===== config.mk =====
export PLATFORM = sky130hd
export DESIGN_NAME = ifu_flat
export DESIGN_NICKNAME = d
export VERILOG_FILES = /design/src/rtl/ifu_if.sv /design/src/rtl/ifu.sv /design/src/flat_wrapper.sv
export SDC_FILE = /design/constraint.sdc
export NUM_CORES = 1
export LEC_CHECK = 0
export CORE_ASPECT_RATIO = 1.4
export CORE_MARGIN = 5
export CORE_UTILIZATION = 56
export CTS_BUF_LIST = sky130_fd_sc_hd__clkbuf_16
export DETAILED_ROUTE_END_ITERATION = 8
export DONT_BUFFER_PORTS = 1
export PLACE_DENSITY = 0.74
export REMOVE_ABC_BUFFERS = 1
export SLEW_MARGIN = 5
export SYNTH_ARGS = -nofsm -noshare
export SYNTH_HDL_FRONTEND = slang
export SYNTH_SLANG_ARGS = --single-unit
export TNS_END_PERCENT = 5

===== constraint.sdc =====
create_clock -name clk -period 2 [get_ports clk]
set_input_delay 0.2 -clock clk [delete_from_list [all_inputs] [get_ports clk]]
set_output_delay 0.2 -clock clk [all_outputs]
set_load 0.01 [all_outputs]

===== src/rtl/ifu_if.sv =====
// rtl/ifu_if.sv - fetch unit bundle: imem request/response, decoder handoff, redirect
interface ifu_if;
  logic        imem_req;
  logic [31:0] imem_addr;
  logic        imem_ack;
  logic [31:0] imem_rdata;
  logic [31:0] inst;
  logic [31:0] inst_pc;
  logic        inst_valid;
  logic        inst_ready;
  logic        redirect;
  logic [31:0] redirect_pc;

  // fetch unit side
  modport master (
    output imem_req, imem_addr, inst, inst_pc, inst_valid,
    input  imem_ack, imem_rdata, inst_ready, redirect, redirect_pc
  );

  // memory / decoder / branch-resolution side
  modport slave (
    input  imem_req, imem_addr, inst, inst_pc, inst_valid,
    output imem_ack, imem_rdata, inst_ready, redirect, redirect_pc
  );
endinterface


===== src/rtl/ifu.sv =====
// rtl/ifu.sv - single-outstanding instruction fetch unit with redirect and stale-response drain
module ifu #(
  parameter logic [31:0] RESET_PC = 32'h0000_0000
) (
  input  logic   clk,
  input  logic   rst,
  ifu_if.master  bus
);

  localparam logic [1:0] S_FETCH = 2'd0;
  localparam logic [1:0] S_VALID = 2'd1;
  localparam logic [1:0] S_DRAIN = 2'd2;

  logic [1:0]  state_q, state_d;
  logic [31:0] pc_q, pc_d;
  logic [31:0] pc_next_q, pc_next_d;
  logic [31:0] inst_q, inst_d;
  logic [31:0] inst_pc_q, inst_pc_d;

  logic        req;
  logic        ack;
  logic [31:0] target;

  // Redirect targets are always word aligned.
  assign target = {bus.redirect_pc[31:2], 2'b00};

  // A request is outstanding in FETCH and DRAIN; acks seen without one are ignored.
  assign req = ((state_q == S_FETCH) || (state_q == S_DRAIN)) && !rst;
  assign ack = req && bus.imem_ack;

  // Next-state and datapath decisions for the fetch/present/drain cycle.
  always_comb begin
    state_d   = state_q;
    pc_d      = pc_q;
    pc_next_d = pc_next_q;
    inst_d    = inst_q;
    inst_pc_d = inst_pc_q;
    case (state_q)
      S_FETCH: begin
        if (bus.redirect) begin
          if (ack) begin
            // Response arrived with the redirect: drop it and refetch at once.
            pc_d = target;
          end else begin
            // The request cannot be withdrawn; park the target until it returns.
            pc_next_d = target;
            state_d   = S_DRAIN;
          end
        end else if (ack) begin
          inst_d    = bus.imem_rdata;
          inst_pc_d = pc_q;
          pc_d      = pc_q + 32'd4;
          state_d   = S_VALID;
        end
      end
      S_VALID: begin
        if (bus.redirect) begin
          pc_d    = target;
          state_d = S_FETCH;
        end else if (bus.inst_ready) begin
          state_d = S_FETCH;
        end
      end
      S_DRAIN: begin
        if (ack) begin
          // Stale data is discarded; a redirect in this same cycle is the newest.
          pc_d    = bus.redirect ? target : pc_next_q;
          state_d = S_FETCH;
        end else if (bus.redirect) begin
          pc_next_d = target;
        end
      end
      default: state_d = S_FETCH;
    endcase
  end

  // State registers with synchronous reset.
  always_ff @(posedge clk) begin
    if (rst) begin
      state_q   <= S_FETCH;
      pc_q      <= RESET_PC;
      pc_next_q <= RESET_PC;
      inst_q    <= 32'd0;
      inst_pc_q <= 32'd0;
    end else begin
      state_q   <= state_d;
      pc_q      <= pc_d;
      pc_next_q <= pc_next_d;
      inst_q    <= inst_d;
      inst_pc_q <= inst_pc_d;
    end
  end

  assign bus.imem_req   = req;
  assign bus.imem_addr  = pc_q;
  assign bus.inst       = inst_q;
  assign bus.inst_pc    = inst_pc_q;
  assign bus.inst_valid = (state_q == S_VALID) && !rst;

endmodule


===== src/flat_wrapper.sv =====
// flat-port wrapper written by rule: the top's interface ports become plain ports
module ifu_flat 
#(
  parameter logic [31:0] RESET_PC = 32'h0000_0000
)
  (clk, rst, bus_imem_req, bus_imem_addr, bus_inst, bus_inst_pc, bus_inst_valid, bus_imem_ack, bus_imem_rdata, bus_inst_ready, bus_redirect, bus_redirect_pc);
  ifu_if bus_i ();
  input  logic clk;
  input  logic rst;
  output wire logic [$bits(bus_i.imem_req)-1:0] bus_imem_req;
  output wire logic [$bits(bus_i.imem_addr)-1:0] bus_imem_addr;
  output wire logic [$bits(bus_i.inst)-1:0] bus_inst;
  output wire logic [$bits(bus_i.inst_pc)-1:0] bus_inst_pc;
  output wire logic [$bits(bus_i.inst_valid)-1:0] bus_inst_valid;
  input wire logic [$bits(bus_i.imem_ack)-1:0] bus_imem_ack;
  input wire logic [$bits(bus_i.imem_rdata)-1:0] bus_imem_rdata;
  input wire logic [$bits(bus_i.inst_ready)-1:0] bus_inst_ready;
  input wire logic [$bits(bus_i.redirect)-1:0] bus_redirect;
  input wire logic [$bits(bus_i.redirect_pc)-1:0] bus_redirect_pc;
  assign bus_imem_req = bus_i.imem_req;
  assign bus_imem_addr = bus_i.imem_addr;
  assign bus_inst = bus_i.inst;
  assign bus_inst_pc = bus_i.inst_pc;
  assign bus_inst_valid = bus_i.inst_valid;
  assign bus_i.imem_ack = bus_imem_ack;
  assign bus_i.imem_rdata = bus_imem_rdata;
  assign bus_i.inst_ready = bus_inst_ready;
  assign bus_i.redirect = bus_redirect;
  assign bus_i.redirect_pc = bus_redirect_pc;
  ifu #(.RESET_PC(RESET_PC)) u_core (.clk(clk), .rst(rst), .bus(bus_i));
endmodule

==> results.toml, run 1 <==
[grt]
grt_max_degree = 124
grt-ovfl-total = 0
grt.total_usage_pct = 28.1
grt_pass1_wl_mm = 29.9
grt_pass1_vias = 5967
antenna_found_initial = 0

[routing]
drt_iter0_drc = 415
drt-total-wl_mm = 18.6
ant_nets = 0
drc = 0
via_count = 6057
wl_per_cell_um = 18.9
avgViaCountPerCell = 6.16
drtPass1Iterations = 5

[finish]
antennaDiodeCount = 0
fin_cells = 983
synthToLayoutAreaGrowth_pct = 21.2
layout_common_cells = "nand2_1 (223), a21oi_1 (137), dfxtp_1 (128)"
final_common_cell = "nand2_1"
nets = 903
ff_latch_area_um2 = 2610
nFillCells = 907
multi_input_area_um2 = 3250
drive_gt1_share_pct = 18.1

[clocking]
cts_tree = "built"
cts.path.max_buffers = 2
cts_root_buf = "clkbuf_16"
cts_buffers = 17
cts_sinks = 130
clock_latency_ns = 0.42
cts_max_level = 4
clk_pin_slew_ns = 0.06

[pwr]
ir_drop_mv = 0.572
leakage_nw = 2.69
pwr_density_cell_nw_per_um2 = 980

[worst_setup_path]
reg2reg_depth = 9
cp.arrival_ns = 2.34
worstSetupPathType = "flop to flop"
path_max_fanout = 9
crit_path_start_kind = "flop"
critPathRequiredTime_ns = 2.36
timing.reg2reg.setup_slack_ns = 0.02
r2r-end = "u_core.bus.imem_addr[27]$_SDFFE_PP0P_"
cp-end-kind = "flop"
worstReg2RegStart = "u_core.state_q[1]$_SDFFE_PP0P_"

[yosys]
synth.ff_latch_count = 130
avgSynthCellArea_um2 = 7.69
seq_area_frac_synth_pct = 42.7
yosysWarnings = 0
synth-async-reset-ratio_pct = 0
synth_top_area_share_pct = 42.7
ys.flop_type = "dfxtp_1"
synth_edf_count = 0
synthTopCellsByArea = "dfxtp_1 (43%), nand2_1 (14%), a21oi_1 (11%), clkbuf_1 (1.9%), a22oi_1 (1.8%)"
yosysTopAreaCell = "dfxtp_1"
postSynthCellCount = 792
synthDistinctLibCells = 73
syn_area_um2 = 6090

[hold_path]
hold_path.startpoint = "rst"
hold_depth = 1
min_to = "u_core.pc_next_q[5]$_SDFFE_PP0P_"
hold_path.class = "input pin to flop"

[placed_design]
pre_cts_ws_ns = -0.131
port_buffers = 0
numPlacedInstances = 950
globalplace.congestion = 0.915
place_hpwl_mm = 12.9

[outcome]
violations = "negative hold slack"
status = "finished, violations left"

[sta]
fin_worst_skew_ns = 0.0111
grt_setup_unrepaired = "true"
max_slew_margin_pct = 63.4
hold-worst-slack_ns = -0.145
timing.final.ws_setup_ns = 0.0218
post-route-period-util_pct = 98.9
final_hold_viol_count = 77
maxClockFrequency_ghz = 0.506
worstMarginPinSlew_ns = 0.546
slew_violations = 0
setup_violations = 0
period_minus_slack_ns = 1.98

[floorplanning]
rows = 45
core_area_um2 = 10800
chipWidth_um = 98.1
die_y_um = 133
die-area_um2 = 13100
io_pins = 167
initial_core_util_pct = 56.6

[job]
maxCapViolCount = 0
-- worst max path at each step --
stage                                   start                                     to  slack, ns  cells past startpoint
2_1_floorplan  u_core.state_q[0]$_SDFFE_PP0P_        u_core.bus.inst[0]$_SDFFE_PP0P_      -2.42                      5
3_3_place_gp   u_core.state_q[0]$_SDFFE_PP0P_  u_core.bus.imem_addr[17]$_SDFFE_PP0P_      -0.06                      7
3_5_place_dp   u_core.state_q[1]$_SDFFE_PP0P_  u_core.bus.imem_addr[23]$_SDFFE_PP0P_      -0.13                      8
4_1_cts        u_core.state_q[0]$_SDFFE_PP0P_  u_core.bus.imem_addr[29]$_SDFFE_PP0P_    -0.0007                      5
5_1_grt        u_core.state_q[0]$_SDFFE_PP0P_  u_core.bus.imem_addr[30]$_SDFFE_PP0P_      -0.06                      8
6_report       u_core.state_q[1]$_SDFFE_PP0P_  u_core.bus.imem_addr[27]$_SDFFE_PP0P_       0.02                      9
-- state kept, by name, summed over array words and instances (netlist names) --
register and cells:
u_core.bus.inst_pc 32, u_core.pc_next_q 32, u_core.bus.inst 32, u_core.bus.imem_addr 32, u_core.state_q 2
-- per-layer routing --
layer  share of wire, %  wire, µm  track usage, %
met5                  0         0               0
met4                2.8       524            11.5
met3                8.7      1630            8.38
met2                 51      9470            49.2
met1                 38      6990            31.8
-- metrics by stage --
step | power [mW] | area [µm²] | util [%] | TNS (ns) | hold slack, ns
final | 7.23 | 7380 | 68.6 | 0 | -0.145
after global routing | 7.54 | 7380 | 68.6 | -0.262 | -0.172
after floorplan | 3.49 | 5780 | - | -180.92 | 0.269
after detailed placement | 3.98 | 6650 | 61.8 | -1.40 | 0.285
after global placement | 3.94 | 6650 | 61.8 | -0.226 | 0.282
after CTS | 7.23 | 7320 | 68.0 | -0.000662 | -0.155
-- report_power, final --
group          internal, mW  switching, mW  leakage, nW  total (mW)
Sequential             2.74          0.149         1.06        2.88
Clock                  2.07           1.16        0.306        3.23
Combinational         0.483          0.636         1.33        1.12
-- synthesized netlist by cell type, drive strengths merged, types with 3 or more instances --
library cell / n
a211oi: 7
a21o: 3
a21oi: 138
a221o: 3
a22o: 5
a22oi: 15
a31oi: 5
a32o: 3
and2: 4
and3: 9
and4: 4
buf: 35
clkbuf: 32
dfxtp: 130
ha: 5
inv: 6
nand2: 226
nand2b: 6
nand3: 19
nand4: 13
nor2: 18
nor2b: 6
nor3: 11
nor3b: 3
nor4: 7
o211ai: 5
o21ai: 21
o221a: 3
o22ai: 4
or2: 3
-- cells by family (layout without fill, tap and decap cells) --
group / after synthesis / count (layout) / synth area share [%]
flip-flops: 130 / 130 / 42.7
multiplexers: 3 / 3 / 0.514
XOR/XNOR: 3 / 3 / 0.432
adder cells (fa/ha/maj): 5 / 5 / 1.03
buffers and inverters: 74 / 124 / 5.44
AO/OA/AOI/OAI: 243 / 243 / 24.9
AND/OR/NAND/NOR: 334 / 334 / 24.9
-- worst max-delay path, cell delays in order (launching register included) --
cell and delay, ns:
dfxtp_2 0.36, inv_2 0.06, ha_4 0.15, or2_4 0.28, a211oi_4 0.31, buf_4 0.21
buf_4 0.18, nor2_1 0.05, nor3_1 0.18, or3_1 0.13
-- what timing repair did --
action,CTS,global route
setup buffers,0,1
pin swaps,5,9
resized for setup,18,15
endpoints found under the setup margin,27,23
hold endpoints to repair,110,110
-- final cells by class --
| type | instances | area share [%] |
|---|---|---|
| clock buffer | 17 | 5.76 |
| clock inverter | 15 | 2.58 |
| inverter | 7 | 0.356 |
| multi-input combinational | 588 | 44.1 |
| sequential | 130 | 35.3 |
| tap | 141 | 2.39 |
| timing repair buffer | 85 | 9.53 |
No activity file was read; power rests on OpenSTA's default activity.
==> run 2: changes to the inputs <==
--- a/config.mk
+++ b/config.mk
@@ -8,10 +8,11 @@
 export CORE_ASPECT_RATIO = 1.4
 export CORE_MARGIN = 5
 export CORE_UTILIZATION = 56
-export CTS_BUF_LIST = sky130_fd_sc_hd__clkbuf_16
+export CTS_BUF_LIST = sky130_fd_sc_hd__clkbuf_4
+export CTS_CLUSTER_SIZE = 12
 export DETAILED_ROUTE_END_ITERATION = 8
 export DONT_BUFFER_PORTS = 1
-export PLACE_DENSITY = 0.74
+export PLACE_DENSITY = 0.83
 export REMOVE_ABC_BUFFERS = 1
 export SLEW_MARGIN = 5
 export SYNTH_ARGS = -nofsm -noshare
==> results.toml, run 2 (synthesized netlist as in run 1, its figures left out) <==
[outcome]
status = "finished, violations left"
violations = "negative hold slack"

[worst_setup_path]
cp_slowest_stage_delay_ns = 0.40
crit_path_start_kind = "flop"
path_delay_family = "compound AO/OA/AOI/OAI gates"
worstReg2RegStart = "u_core.state_q[1]$_SDFFE_PP0P_"
path_cells = "inv_4 > ha_4 > or2_4 > buf_6 > a211oi_4 > buf_6 > buf_4 > nand2_1 > a32o_1"
reg2reg_depth = 9
critical-path-slowest-cell = "dfxtp_4"
critPathRequiredTime_ns = 2.44
timing.reg2reg.setup_slack_ns = 0.01
cp.arrival_ns = 2.42
cp-end-kind = "flop"
worstSetupPathType = "flop to flop"
path_max_fanout = 7
path_common_cell = "buf_6"
r2r-end = "u_core.bus.imem_addr[11]$_SDFFE_PP0P_"
crit_buf_inv = 4

[finish]
fin_cells = 998
layout_common_cells = "nand2_1 (224), a21oi_1 (135), dfxtp_1 (128)"
final_common_cell = "nand2_1"
design_area_um2 = 7240
nFillCells = 895
drive_gt1_share_pct = 18.6
synthToLayoutAreaGrowth_pct = 18.9
nets = 917

[floorplanning]
rows = 45
die_y_um = 133
chipWidth_um = 98.1
die-area_um2 = 13100
core_area_um2 = 10800
io_pins = 167
initial_core_util_pct = 56.6

[pwr]
leakage_nw = 2.63
pwr_density_cell_nw_per_um2 = 798
ir_drop_mv = 0.479

[placed_design]
numPlacedInstances = 947
globalplace.congestion = 0.889
port_buffers = 0
dpl_cell_area_um2 = 6620
place_hpwl_mm = 12.7

[grt]
grt_pass1_vias = 5968
grt.total_usage_pct = 27.0
grt-ovfl-total = 0
grt_max_degree = 124
antenna_found_initial = 1
grt_pass1_wl_mm = 29.0

[routing]
drc = 0
wl_per_cell_um = 18.7
drt-total-wl_mm = 18.7
via_count = 6153
ant_nets = 0
avgViaCountPerCell = 6.17
drt_iter0_drc = 586
drtPass1Iterations = 7

[sta]
max_slew_margin_pct = 57.3
period_minus_slack_ns = 1.99
fin_worst_skew_ns = 0.0200
final_hold_viol_count = 116
setup_violations = 0
maxClockFrequency_ghz = 0.504
worstMarginPinSlew_ns = 0.637
finalSetupTns_ns = 0
slew_violations = 0
grt_setup_unrepaired = "true"
hold-worst-slack_ns = -0.285
post-route-period-util_pct = 99.3

[clocking]
cts_root_buf = "clkbuf_4"
cts_tree = "built"
cts_sinks = 130
cts.path.max_buffers = 2
cts_max_level = 4
clk_pin_slew_ns = 0.11
postCtsHoldBufs = 11
cts_buffers = 17
clock_latency_ns = 0.55

[hold_path]
min_to = "u_core.bus.inst_pc[20]$_SDFFE_PP0P_"
hold_depth = 1
hold_path.class = "input pin to flop"
hold_path.startpoint = "rst"

[job]
maxCapViolCount = 0
==> run 2: cell count changes in the layout (fill, tap and decap cells not counted), moves of 3 or more <==
cell / before / now
buf_6: 4 / 7
clkbuf_16: 17 / 1
clkbuf_4: 0 / 18
dlygate4sd3_1: 0 / 10
==> run 2: worst reg2reg max path, delay by kind of cell (launching register included) <==
family,cells,cell delay (ns)
buf+inv,4,0.49
flops,1,0.40
fa+ha+maj,1,0.15
compound gates,2,0.54
simple gates,2,0.30
==> run 2: cell type report <==
class | count | area, µm² | share of cell area [%]
sequential | 130 | 2610 | 36.0
clock inverter | 14 | 139 | 1.92
inverter | 7 | 28.8 | 0.397
multi-input combinational | 588 | 3300 | 45.5
clock buffer | 18 | 135 | 1.87
timing repair buffer | 99 | 855 | 11.8
antenna | 1 | 2.50 | 0.0346
tap | 141 | 176 | 2.44
==> run 2: repair_timing <==
action / in CTS / in global routing
pin swaps: 5 / 12
hold endpoints to repair: 123 / 116
setup buffers: 3 / 2
resized for setup: 15 / 33
cloned: 0 / 2
setup endpoints to repair: 27 / 33
==> run 2: worst max path at each step <==
stage                                                       end                      startpoint  slack, ns  depth (start not counted)
after floorplan                 u_core.bus.inst[0]$_SDFFE_PP0P_  u_core.state_q[0]$_SDFFE_PP0P_      -2.42                          5
after global placement    u_core.bus.imem_addr[23]$_SDFFE_PP0P_  u_core.state_q[1]$_SDFFE_PP0P_      -0.04                          9
after detailed placement  u_core.bus.imem_addr[28]$_SDFFE_PP0P_  u_core.state_q[1]$_SDFFE_PP0P_      -0.15                          5
after CTS                 u_core.bus.imem_addr[23]$_SDFFE_PP0P_  u_core.state_q[1]$_SDFFE_PP0P_      0.009                          8
after global routing      u_core.bus.imem_addr[27]$_SDFFE_PP0P_  u_core.state_q[1]$_SDFFE_PP0P_      -0.04                         10
final                     u_core.bus.imem_addr[11]$_SDFFE_PP0P_  u_core.state_q[1]$_SDFFE_PP0P_       0.01                          9
==> run 2: report_power, final <==
part | internal (mW) | switching, mW
clock | 0.747 | 0.981
combinational | 0.518 | 0.656
sequential | 2.73 | 0.148
==> run 2: routing by layer <==
layer	part of all wire (%)	wire, µm	vias to the layer above	global-route usage [%]
li1	-	-	2898	-
met1	37	6930	2865	30.2
met3	8.4	1570	59	6.55
met2	51	9570	331	47.5
met4	3.3	609	0	13.7
met5	0	0	-	0
==> run 2: metrics by stage <==
| stage | power, mW | worst slack (ns) | hold WS, ns | utilization (%) |
|---|---|---|---|---|
| final | 5.78 | 0.0140 | -0.285 | 67.3 |
| after floorplan | 3.49 | -2.42 | 0.269 | - |
| after global routing | 6.04 | -0.0421 | -0.328 | 67.3 |
| after detailed placement | 3.96 | -0.146 | 0.282 | 61.6 |
| after CTS | 5.72 | 0.00919 | -0.314 | 65.8 |
| after global placement | 3.92 | -0.0366 | 0.278 | 61.6 |
